`src/rtl/baud_gen_frac.sv`:
```
// rtl/baud_gen_frac.sv - fractional baud generator with programmable oversampling ratio
//
// Produces a single-cycle oversample strobe (rx_tick) and a bit strobe
// (tx_tick) from an integer + fractional divisor. Configuration writes are
// staged in a shadow copy and only take effect on an rx_tick boundary, so no
// runt or stretched period is ever emitted.
//
// Optional feature macro: BAUD_GEN_MID_TICK_EN (adds o_mid_tick, the
// bit-centre strobe for receiver sampling).
//
// Ports:
//   clk            system clock
//   rst_n          asynchronous active-low reset
//   i_en           generator enable; low holds all phase state at zero
//   i_divisor      integer clocks per rx_tick (values below 2 clamp to 2)
//   i_frac         fractional clocks per rx_tick, units of 1/2^FRAC_W
//   i_osr          rx_ticks per tx_tick (values below 4 clamp to 4)
//   i_cfg_load     one-cycle pulse capturing i_divisor/i_frac/i_osr
//   rx_tick        one-cycle oversample strobe
//   tx_tick        one-cycle bit strobe, always coincident with rx_tick
//   o_cfg_pending  a captured configuration awaits the next rx_tick
//   o_mid_tick     (BAUD_GEN_MID_TICK_EN only) bit-centre strobe

module baud_gen_frac #(
    parameter int DIV_W   = 16,
    parameter int FRAC_W  = 4,
    parameter int OSR_W   = 5,
    parameter int DEF_DIV = 325,
    parameter int DEF_OSR = 16
) (
    input  logic              clk,
    input  logic              rst_n,
    input  logic              i_en,
    input  logic [DIV_W-1:0]  i_divisor,
    input  logic [FRAC_W-1:0] i_frac,
    input  logic [OSR_W-1:0]  i_osr,
    input  logic              i_cfg_load,
    output logic              rx_tick,
    output logic              tx_tick,
    output logic              o_cfg_pending
`ifdef BAUD_GEN_MID_TICK_EN
    ,
    output logic              o_mid_tick
`endif
);

    localparam logic [DIV_W-1:0] DEF_DIV_C = DIV_W'(DEF_DIV);
    localparam logic [OSR_W-1:0] DEF_OSR_C = OSR_W'(DEF_OSR);
    localparam logic [DIV_W:0]   PERIOD_ONE = (DIV_W+1)'(1);
    localparam logic [OSR_W-1:0] OSR_ONE   = OSR_W'(1);

    function automatic logic [DIV_W-1:0] clamp_div(input logic [DIV_W-1:0] d);
        return (d < DIV_W'(2)) ? DIV_W'(2) : d;
    endfunction

    function automatic logic [OSR_W-1:0] clamp_osr(input logic [OSR_W-1:0] o);
        return (o < OSR_W'(4)) ? OSR_W'(4) : o;
    endfunction

    // Active configuration (already clamped)
    logic [DIV_W-1:0]  div_q,  div_d;
    logic [FRAC_W-1:0] frac_q, frac_d;
    logic [OSR_W-1:0]  osr_q,  osr_d;

    // Shadow configuration (raw, clamped when it becomes active)
    logic [DIV_W-1:0]  sh_div_q,  sh_div_d;
    logic [FRAC_W-1:0] sh_frac_q, sh_frac_d;
    logic [OSR_W-1:0]  sh_osr_q,  sh_osr_d;
    logic              pend_q,    pend_d;

    // Phase state
    logic [DIV_W:0]    div_cnt_q,  div_cnt_d;
    logic [OSR_W-1:0]  osr_cnt_q,  osr_cnt_d;
    logic [FRAC_W-1:0] frac_acc_q, frac_acc_d;
    logic              carry_q,    carry_d;

    logic [DIV_W:0]    period;
    logic [FRAC_W:0]   frac_sum;
    logic              osr_last;

    // A carry out of the accumulator stretches the following period by one
    // clock; over 2^FRAC_W ticks this spreads exactly frac extra clocks.
    assign period   = {1'b0, div_q} + {{DIV_W{1'b0}}, carry_q};
    assign frac_sum = {1'b0, frac_acc_q} + {1'b0, frac_q};
    assign osr_last = (osr_cnt_q == osr_q - OSR_ONE);

    // i_en gates the strobe so a tick can never leak in the cycle enable drops
    assign rx_tick       = i_en && (div_cnt_q == period - PERIOD_ONE);
    assign tx_tick       = rx_tick && osr_last;
    assign o_cfg_pending = pend_q;

`ifdef BAUD_GEN_MID_TICK_EN
    assign o_mid_tick = rx_tick && (osr_cnt_q == (osr_q >> 1) - OSR_ONE);
`endif

    always_comb begin
        div_d      = div_q;
        frac_d     = frac_q;
        osr_d      = osr_q;
        sh_div_d   = sh_div_q;
        sh_frac_d  = sh_frac_q;
        sh_osr_d   = sh_osr_q;
        pend_d     = pend_q;
        div_cnt_d  = div_cnt_q;
        osr_cnt_d  = osr_cnt_q;
        frac_acc_d = frac_acc_q;
        carry_d    = carry_q;

        if (!i_en) begin
            div_cnt_d  = '0;
            osr_cnt_d  = '0;
            frac_acc_d = '0;
            carry_d    = 1'b0;
            // Nothing is ticking, so there is no boundary to wait for
            if (i_cfg_load) begin
                div_d  = clamp_div(i_divisor);
                frac_d = i_frac;
                osr_d  = clamp_osr(i_osr);
                pend_d = 1'b0;
            end
        end else begin
            if (i_cfg_load) begin
                sh_div_d  = i_divisor;
                sh_frac_d = i_frac;
                sh_osr_d  = i_osr;
                pend_d    = 1'b1;
            end
            if (rx_tick) begin
                div_cnt_d = '0;
                // A load landing on the tick itself is held for the next
                // boundary; the current boundary finishes on the old config.
                if (pend_q && !i_cfg_load) begin
                    div_d      = clamp_div(sh_div_q);
                    frac_d     = sh_frac_q;
                    osr_d      = clamp_osr(sh_osr_q);
                    pend_d     = 1'b0;
                    frac_acc_d = '0;
                    carry_d    = 1'b0;
                    osr_cnt_d  = '0;
                end else begin
                    frac_acc_d = frac_sum[FRAC_W-1:0];
                    carry_d    = frac_sum[FRAC_W];
                    osr_cnt_d  = osr_last ? '0 : osr_cnt_q + OSR_ONE;
                end
            end else begin
                div_cnt_d = div_cnt_q + PERIOD_ONE;
            end
        end
    end

    always_ff @(posedge clk or negedge rst_n) begin
        if (!rst_n) begin
            div_q      <= DEF_DIV_C;
            frac_q     <= '0;
            osr_q      <= DEF_OSR_C;
            sh_div_q   <= '0;
            sh_frac_q  <= '0;
            sh_osr_q   <= '0;
            pend_q     <= 1'b0;
            div_cnt_q  <= '0;
            osr_cnt_q  <= '0;
            frac_acc_q <= '0;
            carry_q    <= 1'b0;
        end else begin
            div_q      <= div_d;
            frac_q     <= frac_d;
            osr_q      <= osr_d;
            sh_div_q   <= sh_div_d;
            sh_frac_q  <= sh_frac_d;
            sh_osr_q   <= sh_osr_d;
            pend_q     <= pend_d;
            div_cnt_q  <= div_cnt_d;
            osr_cnt_q  <= osr_cnt_d;
            frac_acc_q <= frac_acc_d;
            carry_q    <= carry_d;
        end
    end

endmodule

```
`config.mk`:
```
export PLATFORM = sky130hd
export DESIGN_NAME = baud_gen_frac
export DESIGN_NICKNAME = d
export VERILOG_FILES = /design/src/rtl/baud_gen_frac.sv
export SDC_FILE = /design/constraint.sdc
export NUM_CORES = 1
export LEC_CHECK = 0
export ABC_AREA = 1
export CAP_MARGIN = 25
export CORE_MARGIN = 10
export CORE_UTILIZATION = 59
export DETAILED_ROUTE_END_ITERATION = 7
export PLACE_DENSITY = 0.9
export SYNTH_ARGS = -nofsm -noshare
export SYNTH_HDL_FRONTEND = slang
export SYNTH_SLANG_ARGS = --single-unit
```
`constraint.sdc`:
```
create_clock -name clk -period 3.8 [get_ports clk]
set_input_delay 0.76 -clock clk [delete_from_list [all_inputs] [get_ports clk]]
set_output_delay 0.76 -clock clk [all_outputs]
set_load 0.05 [all_outputs]
```
==> impl_metrics.toml, run 1 <==
[floorplanning]
placementRows = 32
die_x_um = 110
io_pins = 32
core-area_um2 = 7770
die_height_um = 110
initial_core_util_pct = 60.9
die_area_um2 = 12000

[grt]
antenna_found_initial = 0
grt_pass1_wl_um = 18000
grt_start_max_net_pins = 79
grt_pass1_vias = 4000
grt-ovfl-total = 0
grt_use_total_pct = 18.3

[run_status]
outcome = "complete, no violations"

[worst_setup_path]
cpMostUsedCell = "sky130_fd_sc_hd__nand2_1"
start_kind = "flip-flop"
timing.critical_path.to_type = "output pin"
critical-path-slowest-cell = "sky130_fd_sc_hd__dfstp_2"
crit_family = "simple AND/OR/NAND/NOR gates"
critical_path.cell_chain = "inv_1 -> ha_1 -> ha_1 -> nand2_1 -> nor2_1 -> nand2_1 -> nand2_1 -> nand2_1 -> nand2_1 -> clkinv_1 -> nand2_1 -> nor2_2 -> nand4_1 -> nor2_1 -> buf_12"
wp_data_required_ps = 3040
critical_path_arrival_ps = 2680
critPathMaxStageDelay_ps = 530
crit_buf_inv = 3
path_class = "flip-flop to output pin"
crit_fanout = 3

[power]
internal_power_mw = 1.39
switching_share_pct = 35.7
power.static_leakage_nw = 2.66
netSwitchingPower_mw = 0.772
combPwrFrac_pct = 25.6
power_frac_clock_pct = 26.9
power-per-cell-area_nw_per_um2 = 407
sequential_share_of_power_pct = 47.5
vdd.ir_drop.worst_mv = 0.292

[synth]
synthDominantAreaCellType = "sky130_fd_sc_hd__dfrtp_1"
synth.cell_area_um2 = 4730
ys_seq_elements = 78
edff_count_synth = 0
synth_area_leaders = "sky130_fd_sc_hd__dfrtp_1, sky130_fd_sc_hd__nand2_1, sky130_fd_sc_hd__inv_1"
ys_types = 42
dominantRegCellSynth = "sky130_fd_sc_hd__dfrtp_1"
synth_async_sr_flop_share_pct = 100
syn_nets = 699
number_of_cells_produced_by_synthesis = 660
yosysWarnings = 0
yosys.area.top_type_share_pct = 38.6
synthTopCellsByCount = "sky130_fd_sc_hd__nand2_1, sky130_fd_sc_hd__inv_1, sky130_fd_sc_hd__dfrtp_1"
yosys.cell_count.top_type = "sky130_fd_sc_hd__nand2_1"
seq_area_frac_synth_pct = 41.4
avgSynthCellArea_um2 = 7.17

[clock_tree]
cts_made_buffers = 9
insertion_delay_ps = 350
clock_sink_count = 78
tritoncts = "done"
cts.reportedPaths.clkPinSlew_ps = 90
h_tree_depth = 3
cts_post_setup_buffers_inserted = 0
cts_max_path_buffers = 2
post_cts_hold_buffer_count = 0
cts-resized-gates = 0
clk_root_buffer_cell = "sky130_fd_sc_hd__clkbuf_8"

[run]
cap_violations = 0

[hold_path]
hp-class = "input port to asynchronous set/reset pin"

[layout]
layout.filler_cells = 652
synthToLayoutAreaGrowth_pct = 12.2
multiInputGateArea_um2 = 2340
insertedDiodeCount = 0
drive_above_1_share_pct = 7.53
stdcell_count = 793
finalNetCount = 725
sequential_cell_area_um2 = 1960

[timing]
finClkSkew_ps = 12.5
unrepaired_setup_endpoints_after_global_routing = "false"
layout_worst_path_cycle_share_pct = 90.6
slew_violations = 0
fin_ws_ps = 357
finalHoldViolCount = 0
worst_relative_slew_slack_pct = 48.3
final_critical_path_required_period_ps = 3440
max_clock_freq_mhz = 290
final-setup-viol-count = 0
worst_pin_slew_ps = 769
totalNegativeSetupSlack_ps = 0

[detailed_routing]
wl_per_cell_um = 13.1
drc = 0
first_iteration_detailed_routing_drc_count = 297
routed_via_count_divided_by_cell_count = 5.31
final_antenna_net_count = 0
num_vias = 4214
drt-total-wl_um = 10400
detail_route.first_pass.iterations = 5

[place]
routabilityCongestion = 0.939
dp.cells = 776
detailedPlacementHpwl_um = 7760
numPortBuffers = 31
dpl_worst_slack_ps = 716
-- kinds of logic after synthesis --
logic type               count (synthesis)  share of synthesized area, %
AO/OA/AOI/OAI                           70                          7.88
buffers and inverters                  106                          9.25
multiplexers                             2                         0.476
adder cells (fa/ha/maj)                 10                          2.80
flip-flops                              78                          41.4
XOR/XNOR                                24                          4.44
AND/OR/NAND/NOR                        370                          33.8
-- final cells by class --
type / instances / share of cell area (%)
inverters: 85 / 6.01
clock buffers: 9 / 2.33
clock inverters: 7 / 1.08
flip-flops and latches: 78 / 36.9
repair buffers: 36 / 7.26
well taps: 102 / 2.40
multi-input cells: 476 / 44.0
-- state kept, by name, summed over array words and instances, names as in the netlist --
| name | count |
|---|---|
| carry_q | 1 |
| div_cnt_q | 17 |
| div_q | 16 |
| frac_acc_q | 4 |
| frac_q | 4 |
| o_cfg_pending | 1 |
| osr_cnt_q | 5 |
| osr_q | 5 |
| sh_div_q | 16 |
| sh_frac_q | 4 |
| sh_osr_q | 5 |
-- per-stage QoR --
stage | cell area, um2 | total power [mW] | utilization [%] | hold slack, ps
after CTS | 5280 | 2.17 | 68.0 | 471
final | 5310 | 2.16 | 68.3 | 223
after global routing | 5310 | 2.31 | 68.3 | 222
after detailed placement | 5100 | 1.59 | 65.6 | 459
after global placement | 5100 | 1.56 | 65.6 | 455
after floorplan | 4730 | 1.44 | - | 442
-- layout by cell type, fill, tap and decap left out, types with 2 or more instances in the layout --
cell,netlist,final
sky130_fd_sc_hd__nor2_4,3,3
sky130_fd_sc_hd__clkdlybuf4s50_1,0,28
sky130_fd_sc_hd__buf_4,4,5
sky130_fd_sc_hd__o21ai_0,53,53
sky130_fd_sc_hd__nand2_2,4,4
sky130_fd_sc_hd__clkbuf_8,0,9
sky130_fd_sc_hd__dfstp_2,5,5
sky130_fd_sc_hd__nand3_1,57,57
sky130_fd_sc_hd__nand2_4,2,2
sky130_fd_sc_hd__nor2_1,62,62
sky130_fd_sc_hd__mux2_2,2,2
sky130_fd_sc_hd__o22ai_1,5,5
sky130_fd_sc_hd__inv_1,80,80
sky130_fd_sc_hd__nor2_2,5,5
sky130_fd_sc_hd__nand4_1,9,9
sky130_fd_sc_hd__nand2_1,212,212
sky130_fd_sc_hd__or2_2,2,2
sky130_fd_sc_hd__nand3b_1,4,4
sky130_fd_sc_hd__xor2_1,14,14
sky130_fd_sc_hd__dfrtp_1,73,73
sky130_fd_sc_hd__a21oi_1,5,5
sky130_fd_sc_hd__buf_12,0,2
sky130_fd_sc_hd__inv_2,2,2
sky130_fd_sc_hd__clkinvlp_4,0,2
sky130_fd_sc_hd__nor3_1,5,5
sky130_fd_sc_hd__ha_1,9,9
sky130_fd_sc_hd__xnor2_1,10,10
sky130_fd_sc_hd__clkinv_1,3,3
sky130_fd_sc_hd__clkinv_4,0,2
-- metal layers --
layer	up-vias	wire length [um]	track usage [%]
met5	-	0	0
met4	0	127	4.93
met3	14	521	2.93
met2	112	4930	31.1
met1	1960	4810	23.6
li1	2128	-	-
-- final timing paths --
kind	end	start	cells past startpoint	slack, ps
min in group clk	div_q[0]$_DFFE_PN1P_	div_q[0]$_DFFE_PN1P_	2	470
max reg2reg	frac_q[3]$_DFFE_PN0P_	div_q[0]$_DFFE_PN1P_	17	770
max	tx_tick	div_q[0]$_DFFE_PN1P_	15	360
min reg2reg	div_q[0]$_DFFE_PN1P_	div_q[0]$_DFFE_PN1P_	2	470
min	div_cnt_q[5]$_DFF_PN0_	rst_n	1	220
max in group asynchronous	div_q[8]$_DFFE_PN1P_	rst_n	2	2980
-- power groups by stage --
stage	logic (mW)	clock network, mW	registers (mW)
2_1_floorplan	0.427	0	1.01
3_3_place_gp	0.524	0	1.03
3_5_place_dp	0.547	0	1.04
4_1_cts	0.553	0.591	1.02
5_1_grt	0.642	0.627	1.04
6_report	0.553	0.582	1.03
Power figures use the tool's default switching activity.
==> run 2: changes to the inputs <==
--- a/config.mk
+++ b/config.mk
@@ -9,6 +9,7 @@
 export CAP_MARGIN = 25
 export CORE_MARGIN = 10
 export CORE_UTILIZATION = 59
+export CTS_CLUSTER_SIZE = 14
 export DETAILED_ROUTE_END_ITERATION = 7
 export PLACE_DENSITY = 0.9
 export SYNTH_ARGS = -nofsm -noshare
==> results of run 2 <==
The final DEF is identical to that of run 1; final timing and power are the same.
==> run 3: changes to the inputs <==
--- a/config.mk
+++ b/config.mk
@@ -12,6 +12,7 @@
 export CTS_CLUSTER_SIZE = 14
 export DETAILED_ROUTE_END_ITERATION = 7
 export PLACE_DENSITY = 0.9
+export SETUP_SLACK_MARGIN = 0.2
 export SYNTH_ARGS = -nofsm -noshare
 export SYNTH_HDL_FRONTEND = slang
 export SYNTH_SLANG_ARGS = --single-unit
==> constraint.sdc (replaced) <==
create_clock -name clk -period 3.8 [get_ports clk]
set_input_delay 0.57 -clock clk [delete_from_list [all_inputs] [get_ports clk]]
set_output_delay 0.57 -clock clk [all_outputs]
set_load 0.05 [all_outputs]
==> run 3 against run 2 <==
Utilization is 0.93 points higher. Design area increased by 1.4%. Power up 9.6%. Non-clock buffer count unchanged. Worst setup slack better by 83 ps. Sequential power about the same. Wire length grew 2.7%. Final cell count unchanged.
==> impl_metrics.toml, run 3 (same netlist as run 1, synthesis figures left out) <==
[run_status]
outcome = "complete, no violations"

[floorplanning]
initial_core_util_pct = 60.9
core-area_um2 = 7770
io_pins = 32
die_x_um = 110
die_height_um = 110
die_area_um2 = 12000
placementRows = 32

[worst_setup_path]
critical_path_arrival_ps = 2790
critical_path.startpoint = "div_q[0]$_DFFE_PN1P_"
r2r_cells = 17
rr_startpoint = "div_q[0]$_DFFE_PN1P_"
crit_path_capture = "tx_tick"
start_kind = "flip-flop"
timing.critical_path.to_type = "output pin"
wp_data_required_ps = 3230
rrSetupSlack_ps = 850
path_class = "flip-flop to output pin"
crit_fanout = 3
reg2reg_to = "div_q[13]$_DFFE_PN0P_"

[timing]
worst_pin_slew_ps = 674
finalHoldViolCount = 0
max_clock_freq_mhz = 298
slew_violations = 0
layout_worst_path_cycle_share_pct = 88.4
worst_relative_slew_slack_pct = 54.7
totalNegativeSetupSlack_ps = 0
final-setup-viol-count = 0
unrepaired_setup_endpoints_after_global_routing = "false"
fin_ws_ps = 441
final_critical_path_required_period_ps = 3360
finClkSkew_ps = 8.04

[power]
combPwrFrac_pct = 23.5
vdd.ir_drop.worst_mv = 0.243
switching_share_pct = 32.3
power_frac_clock_pct = 33.0
power-per-cell-area_nw_per_um2 = 440
sequential_share_of_power_pct = 43.5
internal_power_mw = 1.60
netSwitchingPower_mw = 0.765
power.static_leakage_nw = 2.69

[layout]
finalNetCount = 725
finalInstanceArea_um2 = 5380
insertedDiodeCount = 0
final_common_cell = "sky130_fd_sc_hd__nand2_1"
largest_regs = "div_cnt_q (17), div_q (16), sh_div_q (16)"
largest_reg_flops = 17
mostFrequentLayoutCells = "sky130_fd_sc_hd__nand2_1, sky130_fd_sc_hd__inv_1, sky130_fd_sc_hd__dfrtp_1"
stdcell_count = 793
drive_above_1_share_pct = 7.53
registers.top_by_ff_count = "div_cnt_q"
synthToLayoutAreaGrowth_pct = 13.7

[clock_tree]
cts_max_path_buffers = 2
cts_made_buffers = 9
insertion_delay_ps = 350
cts-resized-gates = 0
cts_post_setup_buffers_inserted = 0
h_tree_depth = 3
tritoncts = "done"
post_cts_hold_buffer_count = 0
cts.reportedPaths.clkPinSlew_ps = 90
clk_root_buffer_cell = "sky130_fd_sc_hd__clkbuf_8"
clock_sink_count = 78

[detailed_routing]
first_iteration_detailed_routing_drc_count = 316
routed_via_count_divided_by_cell_count = 5.37
num_vias = 4256
final_antenna_net_count = 0
drt-total-wl_um = 10700
wl_per_cell_um = 13.5
drc = 0
detail_route.first_pass.iterations = 5

[run]
cap_violations = 0

[place]
numPortBuffers = 31
dpl_worst_slack_ps = 853
postPlaceCellArea_um2 = 5100
routabilityCongestion = 0.922
detailedPlacementHpwl_um = 7830
dp.cells = 776

[grt]
grt_pass1_vias = 4092
antenna_found_initial = 0
grt_pass1_wl_um = 18600
grt_use_total_pct = 18.9
grt_start_max_net_pins = 79
grt-ovfl-total = 0

[hold_path]
hp-class = "input port to asynchronous set/reset pin"
[run 3: cell count changes in the layout (fill, tap and decap cells not counted)]
cell	previous run	this run
sky130_fd_sc_hd__bufinv_16	0	3
sky130_fd_sc_hd__clkinvlp_4	2	0
sky130_fd_sc_hd__clkbuf_8	9	10
sky130_fd_sc_hd__clkinv_2	1	0
sky130_fd_sc_hd__inv_8	1	0
[run 3: routing by layer]
layer	up-vias	part of all wire, %	GRT usage [%]
li1	2127	-	-
met1	1983	47	24.9
met2	127	47	30.2
met3	19	4.7	3.80
met4	0	1.8	6.69
met5	-	0	0
[run 3: power groups by stage]
stage / clock [mW] / combinational, mW / sequential, mW
global placement: 0 / 0.524 / 1.04
floorplan: 0 / 0.427 / 1.01
detailed placement: 0 / 0.549 / 1.04
CTS: 0.798 / 0.554 / 1.03
global route: 0.832 / 0.643 / 1.04
finish: 0.782 / 0.557 / 1.03
[run 3: through the flow]
step / utilization (%) / hold WS [ps] / power (mW)
after global routing: 69.3 / 52.9 / 2.52
after floorplan: - / 274 / 1.44
after CTS: 68.9 / 399 / 2.38
final: 69.3 / 64.5 / 2.37
after detailed placement: 65.6 / 468 / 1.59
after global placement: 65.6 / 459 / 1.56
[run 3: how the worst min path moves through the flow]
stage          depth (start not counted)  slack [ps]                       to
2_1_floorplan                          0         270      carry_q$_DFFE_PN0P_
3_3_place_gp                           2         460     div_q[0]$_DFFE_PN1P_
3_5_place_dp                           2         470     div_q[0]$_DFFE_PN1P_
4_1_cts                                1         400  div_cnt_q[13]$_DFF_PN0_
5_1_grt                                1          50  div_cnt_q[13]$_DFF_PN0_
6_report                               1          60  div_cnt_q[13]$_DFF_PN0_
[run 3: final cells by class]
class	count	area, um2
fill	647	2390
inverter	85	319
clock buffer	10	138
multi-input combinational	476	2340
sequential	78	1960
clock inverter	6	116
timing repair buffer	36	385
tap	102	128
[run 3: critical path: stages, from the launching register on]
cell and delay, ps:
sky130_fd_sc_hd__dfstp_2 530, sky130_fd_sc_hd__inv_1 40, sky130_fd_sc_hd__ha_1 210, sky130_fd_sc_hd__ha_1 220, sky130_fd_sc_hd__xnor2_1 220, sky130_fd_sc_hd__inv_1 60, sky130_fd_sc_hd__nand2_1 60, sky130_fd_sc_hd__nand2_1 40
sky130_fd_sc_hd__nor2_1 90, sky130_fd_sc_hd__nand3_1 100, sky130_fd_sc_hd__nor2_2 180, sky130_fd_sc_hd__nand4_1 220, sky130_fd_sc_hd__nor2_1 280, sky130_fd_sc_hd__buf_12 180
